### src/rtl/gate_op_scheduler.sv
// gate_op_scheduler: round-robin front end that shares one bitwise logic unit
// (AND/NAND/OR/NOR/XOR/XNOR/NOT a/NOT b) among NREQ requesters. Each accepted
// op is latched, evaluated once, and held on the response port until consumed.
module gate_op_scheduler #(
    parameter int NREQ  = 4,
    parameter int WIDTH = 8,
    parameter int IDW   = 3
) (
    input  logic                  clk,
    input  logic                  rst_n,
    input  logic [NREQ-1:0]       req_valid,
    output logic [NREQ-1:0]       req_ready,
    input  logic [3*NREQ-1:0]     req_op,
    input  logic [WIDTH*NREQ-1:0] req_a,
    input  logic [WIDTH*NREQ-1:0] req_b,
    output logic                  rsp_valid,
    input  logic                  rsp_ready,
    output logic [IDW-1:0]        rsp_id,
    output logic [WIDTH-1:0]      rsp_data,
    output logic                  busy,
    output logic [15:0]           op_count
);

    typedef enum logic [1:0] {
        S_IDLE = 2'd0,
        S_EXEC = 2'd1,
        S_RESP = 2'd2
    } state_t;

    state_t           state_q,    state_d;
    logic [IDW-1:0]   rr_ptr_q,   rr_ptr_d;
    logic [2:0]       op_q,       op_d;
    logic [WIDTH-1:0] a_q,        a_d;
    logic [WIDTH-1:0] b_q,        b_d;
    logic [IDW-1:0]   id_q,       id_d;
    logic [WIDTH-1:0] rsp_data_q, rsp_data_d;
    logic [15:0]      op_count_q, op_count_d;

    logic [NREQ-1:0]  rot_valid;
    logic [NREQ-1:0]  rot_pick;
    logic [NREQ-1:0]  grant;
    logic [IDW-1:0]   grant_idx;
    logic [2:0]       grant_op;
    logic [WIDTH-1:0] grant_a;
    logic [WIDTH-1:0] grant_b;

    // The shared bitwise logic unit.
    function automatic logic [WIDTH-1:0] gate_eval(input logic [2:0] op,
                                                   input logic [WIDTH-1:0] a,
                                                   input logic [WIDTH-1:0] b);
        case (op)
            3'd0:    return a & b;
            3'd1:    return ~(a & b);
            3'd2:    return a | b;
            3'd3:    return ~(a | b);
            3'd4:    return a ^ b;
            3'd5:    return ~(a ^ b);
            3'd6:    return ~a;
            default: return ~b;
        endcase
    endfunction

    // Round-robin pick: rotate valids so rr_ptr sits at bit 0, take the lowest
    // set bit, rotate the one-hot back, then mux out the winner's fields.
    always_comb begin
        // NOTE: every combinational output gets a default before any branch;
        // a path that leaves a variable unassigned would infer a latch.
        rot_valid = NREQ'({req_valid, req_valid} >> rr_ptr_q);
        rot_pick  = '0;
        for (int k = NREQ - 1; k >= 0; k--) begin
            if (rot_valid[k]) rot_pick = NREQ'(1) << k;
        end
        grant     = NREQ'(({rot_pick, rot_pick} << rr_ptr_q) >> NREQ);
        grant_idx = '0;
        grant_op  = '0;
        grant_a   = '0;
        grant_b   = '0;
        for (int i = 0; i < NREQ; i++) begin
            if (grant[i]) begin
                grant_idx = IDW'(i);
                grant_op  = req_op[3*i +: 3];
                grant_a   = req_a[WIDTH*i +: WIDTH];
                grant_b   = req_b[WIDTH*i +: WIDTH];
            end
        end
        // Grants are only offered in IDLE and never while reset is asserted.
        req_ready = (rst_n && state_q == S_IDLE) ? grant : '0;
    end

    // Sequencer next-state: accept in IDLE, evaluate in EXEC, hold in RESP.
    always_comb begin
        state_d    = state_q;
        rr_ptr_d   = rr_ptr_q;
        op_d       = op_q;
        a_d        = a_q;
        b_d        = b_q;
        id_d       = id_q;
        rsp_data_d = rsp_data_q;
        op_count_d = op_count_q;
        case (state_q)
            S_IDLE: begin
                if (|req_ready) begin
                    op_d     = grant_op;
                    a_d      = grant_a;
                    b_d      = grant_b;
                    id_d     = grant_idx;
                    rr_ptr_d = (grant_idx == IDW'(NREQ - 1)) ? '0 : grant_idx + 1'b1;
                    state_d  = S_EXEC;
                end
            end
            S_EXEC: begin
                rsp_data_d = gate_eval(op_q, a_q, b_q);
                state_d    = S_RESP;
            end
            S_RESP: begin
                if (rsp_ready) begin
                    op_count_d = (op_count_q == 16'hFFFF) ? op_count_q : op_count_q + 16'd1;
                    state_d    = S_IDLE;
                end
            end
            default: state_d = S_IDLE;
        endcase
    end

    // State registers with synchronous active-low reset; reset drops any in-flight op.
    always_ff @(posedge clk) begin
        // NOTE: sequential state uses non-blocking assignments so every flop
        // samples its pre-edge inputs regardless of statement order.
        if (!rst_n) begin
            state_q    <= S_IDLE;
            rr_ptr_q   <= '0;
            op_q       <= '0;
            a_q        <= '0;
            b_q        <= '0;
            id_q       <= '0;
            rsp_data_q <= '0;
            op_count_q <= '0;
        end else begin
            state_q    <= state_d;
            rr_ptr_q   <= rr_ptr_d;
            op_q       <= op_d;
            a_q        <= a_d;
            b_q        <= b_d;
            id_q       <= id_d;
            rsp_data_q <= rsp_data_d;
            op_count_q <= op_count_d;
        end
    end

    assign rsp_valid = (state_q == S_RESP);
    assign rsp_id    = id_q;
    assign rsp_data  = rsp_data_q;
    assign busy      = (state_q != S_IDLE);
    assign op_count  = op_count_q;

endmodule
### config.mk
export PLATFORM = sky130hd
export DESIGN_NAME = gate_op_scheduler
export DESIGN_NICKNAME = d
export VERILOG_FILES = /design/src/rtl/gate_op_scheduler.sv
export SDC_FILE = /design/constraint.sdc
export NUM_CORES = 1
export LEC_CHECK = 0
export ABC_AREA = 1
export CORE_MARGIN = 2
export CORE_UTILIZATION = 45
export DETAILED_ROUTE_END_ITERATION = 6
export PLACE_DENSITY = 0.79
export REMOVE_ABC_BUFFERS = 1
export SYNTH_ARGS = -nofsm -noshare
export SYNTH_HDL_FRONTEND = slang
export SYNTH_SLANG_ARGS = --single-unit
### constraint.sdc
create_clock -name clk -period 2.3 [get_ports clk]
set_input_delay 0.345 -clock clk [delete_from_list [all_inputs] [get_ports clk]]
set_output_delay 0.345 -clock clk [all_outputs]
set_load 0.01 [all_outputs]
### After elaboration in Yosys (flattened, before gate mapping)

Cells that the tools add are included.

| word-level totals | value |
|---|---|
| word-level logic and storage cells | 66 |
| input bits | 83 |
| register bits after elaboration | 51 |

| operators by class | value |
|---|---|
| add/sub/neg operators | 2 |
| shift operators | 2 |
| equality and inequality tests | 12 |
| bitwise operators | 9 |
| multiplexer cells | 25 |
| reduce and logical (&&, ||, !) cells | 8 |

Operators with widths:

| operator | count |
|---|---|
| $mux 8 | 8 |
| $pmux 8 s7 | 1 |
| $not 8->8 | 5 |
| $mux 3 | 7 |
| $mux 4 | 5 |
| $add 16x1->16 const B | 1 |
| $eq 16x16->1 const B | 1 |
| $eq 3x2->1 const B | 3 |
| $eq 3x3->1 const B | 3 |
| $and 8x8->8 | 1 |
| $or 8x8->8 | 1 |
| $shl 8x3->8 | 1 |
| $shr 8x3->4 | 1 |
| $xor 8x8->8 | 1 |
| $pmux 2 s3 | 1 |
| $mux 2 | 2 |
| $ne 2x1->1 const B | 2 |
| $reduce_and 2->1 | 2 |
| $reduce_or 4->1 | 1 |
| $add 3x1->3 const B | 1 |
| $eq 3x1->1 const B | 1 |
| $logic_not 3->1 | 1 |
| $reduce_and 3->1 | 1 |
| $eq 2x1->1 const B | 1 |
| other kinds (6) | 6 |

### Longest topological paths before layout

| depth | value |
|---|---|
| depth in word-level cells | 11 |
| mapped depth | 15 |
| gate-level depth less buffers | 13 |

### Least setup slack after synthesis

Ideal clock, no wire load.

| timing | value |
|---|---|
| path kind | register to register |
| start | reg rr_ptr_q[0] |
| end | reg rr_ptr_q[1] |
| path slack | 342 ps |
| arrival | 1842 ps |
| clock period less this slack | 1958 ps |
| required time | 2184 ps |
| stages on the path, launching flop included | 14 |
| setup time | 116 ps |
| path through | dfxtp_1 > inv_2 > buf_6 > nand2_1 > nand3_1 > nand2_2 > nand4_1 > nand3_1 > clkbuf_1 > nand2_1 > nand2_1 > ha_1 > o21ai_0 > nor2_1 |

| between the ends | value |
|---|---|
| longest elaborated chain between the ends | 11 |
| elaborated cells on any way between the ends | 15 |

RTL lines:

| what | RTL line | RTL |
|---|---|---|
| start: declaration | 31 | `logic [IDW-1:0] rr_ptr_q, rr_ptr_d;` |
| start signal: assignment | 140 | `rr_ptr_q <= rr_ptr_d;` |
| $shr 8x3->4 | 68 | `rot_valid = NREQ'({req_valid, req_valid} >> rr_ptr_q);` |
| $mux 4 (4 in a row) | 71 | `if (rot_valid[k]) rot_pick = NREQ'(1) << k;` |
| $shl 8x3->8 (*) | 73 | `grant = NREQ'(({rot_pick, rot_pick} << rr_ptr_q) >> NREQ);` |
| $mux 1 | 79 | `if (grant[i]) begin` |
| $mux 3 | 79 |  |
| $mux 3 (*) | 79 |  |
| net grant_idx[0] | 42 | `logic [IDW-1:0] grant_idx;` |
| $add 3x1->3 or $eq 3x2->1 (tied branches) | 107 | `rr_ptr_d = (grant_idx == IDW'(NREQ - 1)) ? '0 : grant_idx + 1'b1;` |
| $mux 3 (*) | 107 |  |

Mark *: on every way through the listed nets, which the timed path passes. The rest lies on a longest branch.
A chain may end at the register's enable or synchronous reset.

### Worst setup path after layout

| timing | value |
|---|---|
| start | in req_valid[1] |
| end | reg rr_ptr_q[1] |

| between the ends | value |
|---|---|
| longest elaborated chain between the ends | 11 |
| elaborated cells on any way between the ends | 15 |

RTL lines:

| what | RTL line | RTL |
|---|---|---|
| start: declaration | 11 | `input logic [NREQ-1:0] req_valid,` |
| $shr 8x3->4 (*) | 68 |  |
| $mux 4 (3 in a row) | 71 |  |
| $mux 4 (*) | 71 |  |
| $shl 8x3->8 (*) | 73 |  |
| $mux 1 | 79 |  |
| $mux 3 | 79 |  |
| $mux 3 (*) | 79 |  |
| net grant_idx[0] | 42 |  |
| $add 3x1->3 or $eq 3x2->1 (tied branches) | 107 |  |
| $mux 3 (*) | 107 |  |

Marks and branches as above.

==> impl_results.md <==
* Maximum VDD drop at 0.721 mV
* Main combinational cell family by area after synthesis: simple AND/OR/NAND/NOR gates
* Drt drc at 0
* Iter 0 DRT Violations at around 270
* Synthesized instance count at around 540
* Status: completed
* Die Area at 8450 um^2
* Critical path, cell by cell: clkdlybuf4s50_1 > inv_1 > nand2_1 > nand2_1 > nand2_1 > nand4_1 > nand3_2 > buf_4 > nand2_1 > nand2_1 > ha_1 > o21ai_0 > nor2_1
* CTS HTree Levels at 2
* Share of post-route cells with drive strength above 1 at 0.0766
* Hold path startpoint: op_count[4]
* Cell mode on critical path: nand2_1
* Clk_lat worst skew at 0.31 ns
* Final Setup Violations at 0
* DRT Pass-1 Iters at 4
* Design area at 4870 um^2
* Synth Area in Adders at 0.0647
* Fin util at 0.640
* Critical R2R Launch: rr_ptr_q[0]
* Crit end category: flop
* Yosys top cell area share at 0.282
* Most common cell in the netlist: nand2_1
* F_max at 473 MHz
* Worst path slowest cell: clkdlybuf4s50_1
* WHS Endpoint: op_count[4]
* Vias in the first global route at 4077
* Post-synth cell types at 35
* Reg2reg path depth at 12
* GRT Total Usage at 0.263
* Post-synth top area cell: dfxtp_1
* IO buf count at 114
* DP Area at 4760 um^2
* Fill cell count at 688
* Worst EP arrival at between 2 and 2.5 ns
* Final Max Tran Viols at 0
* CTS Hold Bufs at 0
* Min-Delay Path Class: flop to flop
* Synth area leaders: dfxtp_1, nand3_1, nand2_1
* Total congestion overflow at 0
* Warnings from Yosys at 0
* Reg-to-reg slack, setup at 0.23 ns
* Final nets at ~750
* Crit-path max cell delay at roughly 0.51 ns
* Root Buffer Master: clkbuf_8
* # IOs at between 100 and 150
* CTS sink count at 49
* Post-synth top flop: dfxtp_1
* CTS tree: yes
* Initial core utilization at 0.458
* DRT Wirelength at 10900 um
* First-pass GRT wire length at 18300 um
* Top cells by count, synth: nand2_1, nand3_1, inv_1
* Min Clock Period, post-route at 2.11 ns
* Worst hold margin at 0.477 ns
* Max_slew headroom at 0.555
* Mux contribution to synthesized area at 0
* CORE AREA at 7610 um^2
* WL/cell at 14.5 um
* Final hold viol count at 0
* Synth Area in Compound Gates at 0.160
* Syn Std Cell Area at 3480 um^2
* HPWL after detailed placement at between 8000 and 9000 um
* Die height at about 92 um
* N_diodes at 0
* Reg clk slew, reported paths at 0.09 ns
* Initial antenna violation count at 0
* RSZ-0062 raised after global routing: no
* Seq/Total Area, Yosys at 0.282
* Tightest Pin Transition at 0.650 ns
* Overall power at 4.55 mW
* Setup crit start kind: input pin
* Area delta synth->final at 39.8%
* Syn Area/Cell at 6.46 um^2
* WHS Path Cells at 2
* WS Path Type: input pin to flop
* Pleak at between 1.5 and 2 nW
* Post-synth EDFFs at 0
* Fraction of the mapped netlist area in simple logic gates at 0.376
* Required time worst endpoint at 2.50 ns
* Vias/cell at 5.49
* Site row count at 32
* DR vias at around 4100
* DIE WIDTH at 92.0 um
* PD cells at 935 nW/um^2
* Largest net degree at the start of global routing at 28
* Setup Skew at 0.00937 ns
* Worst R2R End: rr_ptr_q[1]
* ANT nets after route at 0
* Setup TNS at 0 ns
* TritonCTS Buffers at 5
* Gpl congestion at 0.919
* Post-synth ARST share at 0
* Max FO, Critical Path at 20
* Synth Register Bits at 49
* Fin crit share at 0.918
* Clock Tree Buf Depth at 2
* Max-cap violations at 0
* Synth Area in XOR/XNOR at 0.00503
sequential cells by signal, summed over array words and instances, names as in the netlist:
signal and count:
rr_ptr_q 2, op_q 3, rsp_id 2, rsp_data 8
a_q 8, b_q 8, state_q 2, op_count 16
how the worst max path moves through the flow:
| stage | startpoint | end | slack (ns) | cells after the start |
|---|---|---|---|---|
| 6_report | req_valid[1] | rr_ptr_q[1] | 0.19 | 13 |
| 3_3_place_gp | req_valid[1] | req_ready[0] | -0.17 | 10 |
| 5_1_grt | req_valid[3] | rr_ptr_q[1] | 0.01 | 12 |
| 3_5_place_dp | req_valid[3] | req_ready[0] | -0.23 | 10 |
| 4_1_cts | req_valid[3] | req_ready[0] | 0.09 | 10 |
| 2_1_floorplan | rr_ptr_q[0] | a_q[0] | -0.19 | 12 |
cells by family (layout without fill, tap and decap cells):
kind of cell / count (synthesis) / count (layout)
buffers and inverters: 90 / 204
DFF: 49 / 49
xor gates and xnor gates: 2 / 2
and+or+nand+nor: 284 / 284
AOI/OAI and AO/OA: 95 / 95
adders and majority gates: 18 / 18
other: 1 / 1
metal layers:
| layer | vias to the layer above | part of all wire | track usage |
|---|---|---|---|
| li1 | 2084 | - | - |
| met1 | 1889 | 0.43 | 0.323 |
| met2 | 156 | 0.50 | 0.461 |
| met3 | 16 | 0.062 | 0.0477 |
| met4 | 0 | 0.017 | 0.0908 |
| met5 | - | 0 | 0 |
layout make-up:
cell class              count  area [um^2]  share of cell area
inverters                  61          229              0.0471
repair buffers            135         1300               0.267
clock inverters             1         5.00             0.00103
clock buffers               7         96.3              0.0198
flip-flops and latches     49          982               0.202
multi-input cells         400         2130               0.437
well taps                 102          128              0.0262
timing repair:
item	CTS	global route
setup endpoints to repair	4	5
resized for setup	8	10
gates cloned	0	0
endpoints found under the hold margin	0	0
buffers inserted	0	0
pin swaps	0	1
per-stage QoR:
stage | instances | setup WS (ns)
after CTS | 755 | 0.0872
after global routing | 755 | 0.0101
final | 755 | 0.188
after detailed placement | 747 | -0.227
after global placement | 747 | -0.167
after floorplan | 510 | -0.188
cell usage in the layout, fill, tap and decap left out, types with 7 or more instances in the layout:
cell type        Yosys  layout
o21ai_0             20      20
a21oi_1             39      39
ha_1                18      18
clkbuf_8             0       7
inv_1               54      54
o22ai_1             15      15
clkdlybuf4s50_1      0     110
nand4_1             30      30
dfxtp_1             49      48
nand3_1             99      98
nor2_1              27      27
buf_4                6      18
nand2_1            117     116
worst max-delay path, delay by kind of cell:
| family | cells | cell delay (ns) |
|---|---|---|
| AOI/OAI and AO/OA | 1 | 0.16 |
| adders and majority gates | 1 | 0.22 |
| buffers and inverters | 3 | 0.85 |
| and+or+nand+nor | 8 | 0.73 |
power by group:
group | switching, mW | leakage (nW) | internal, mW
Combinational | 1.68 | 1.54 | 1.13
Clock | 0.288 | 0.0542 | 0.272
Sequential | 0.142 | 0.401 | 1.04
Total | 2.11 | 1.99 | 2.44
Note: power is estimated with default switching activity, not from simulation.
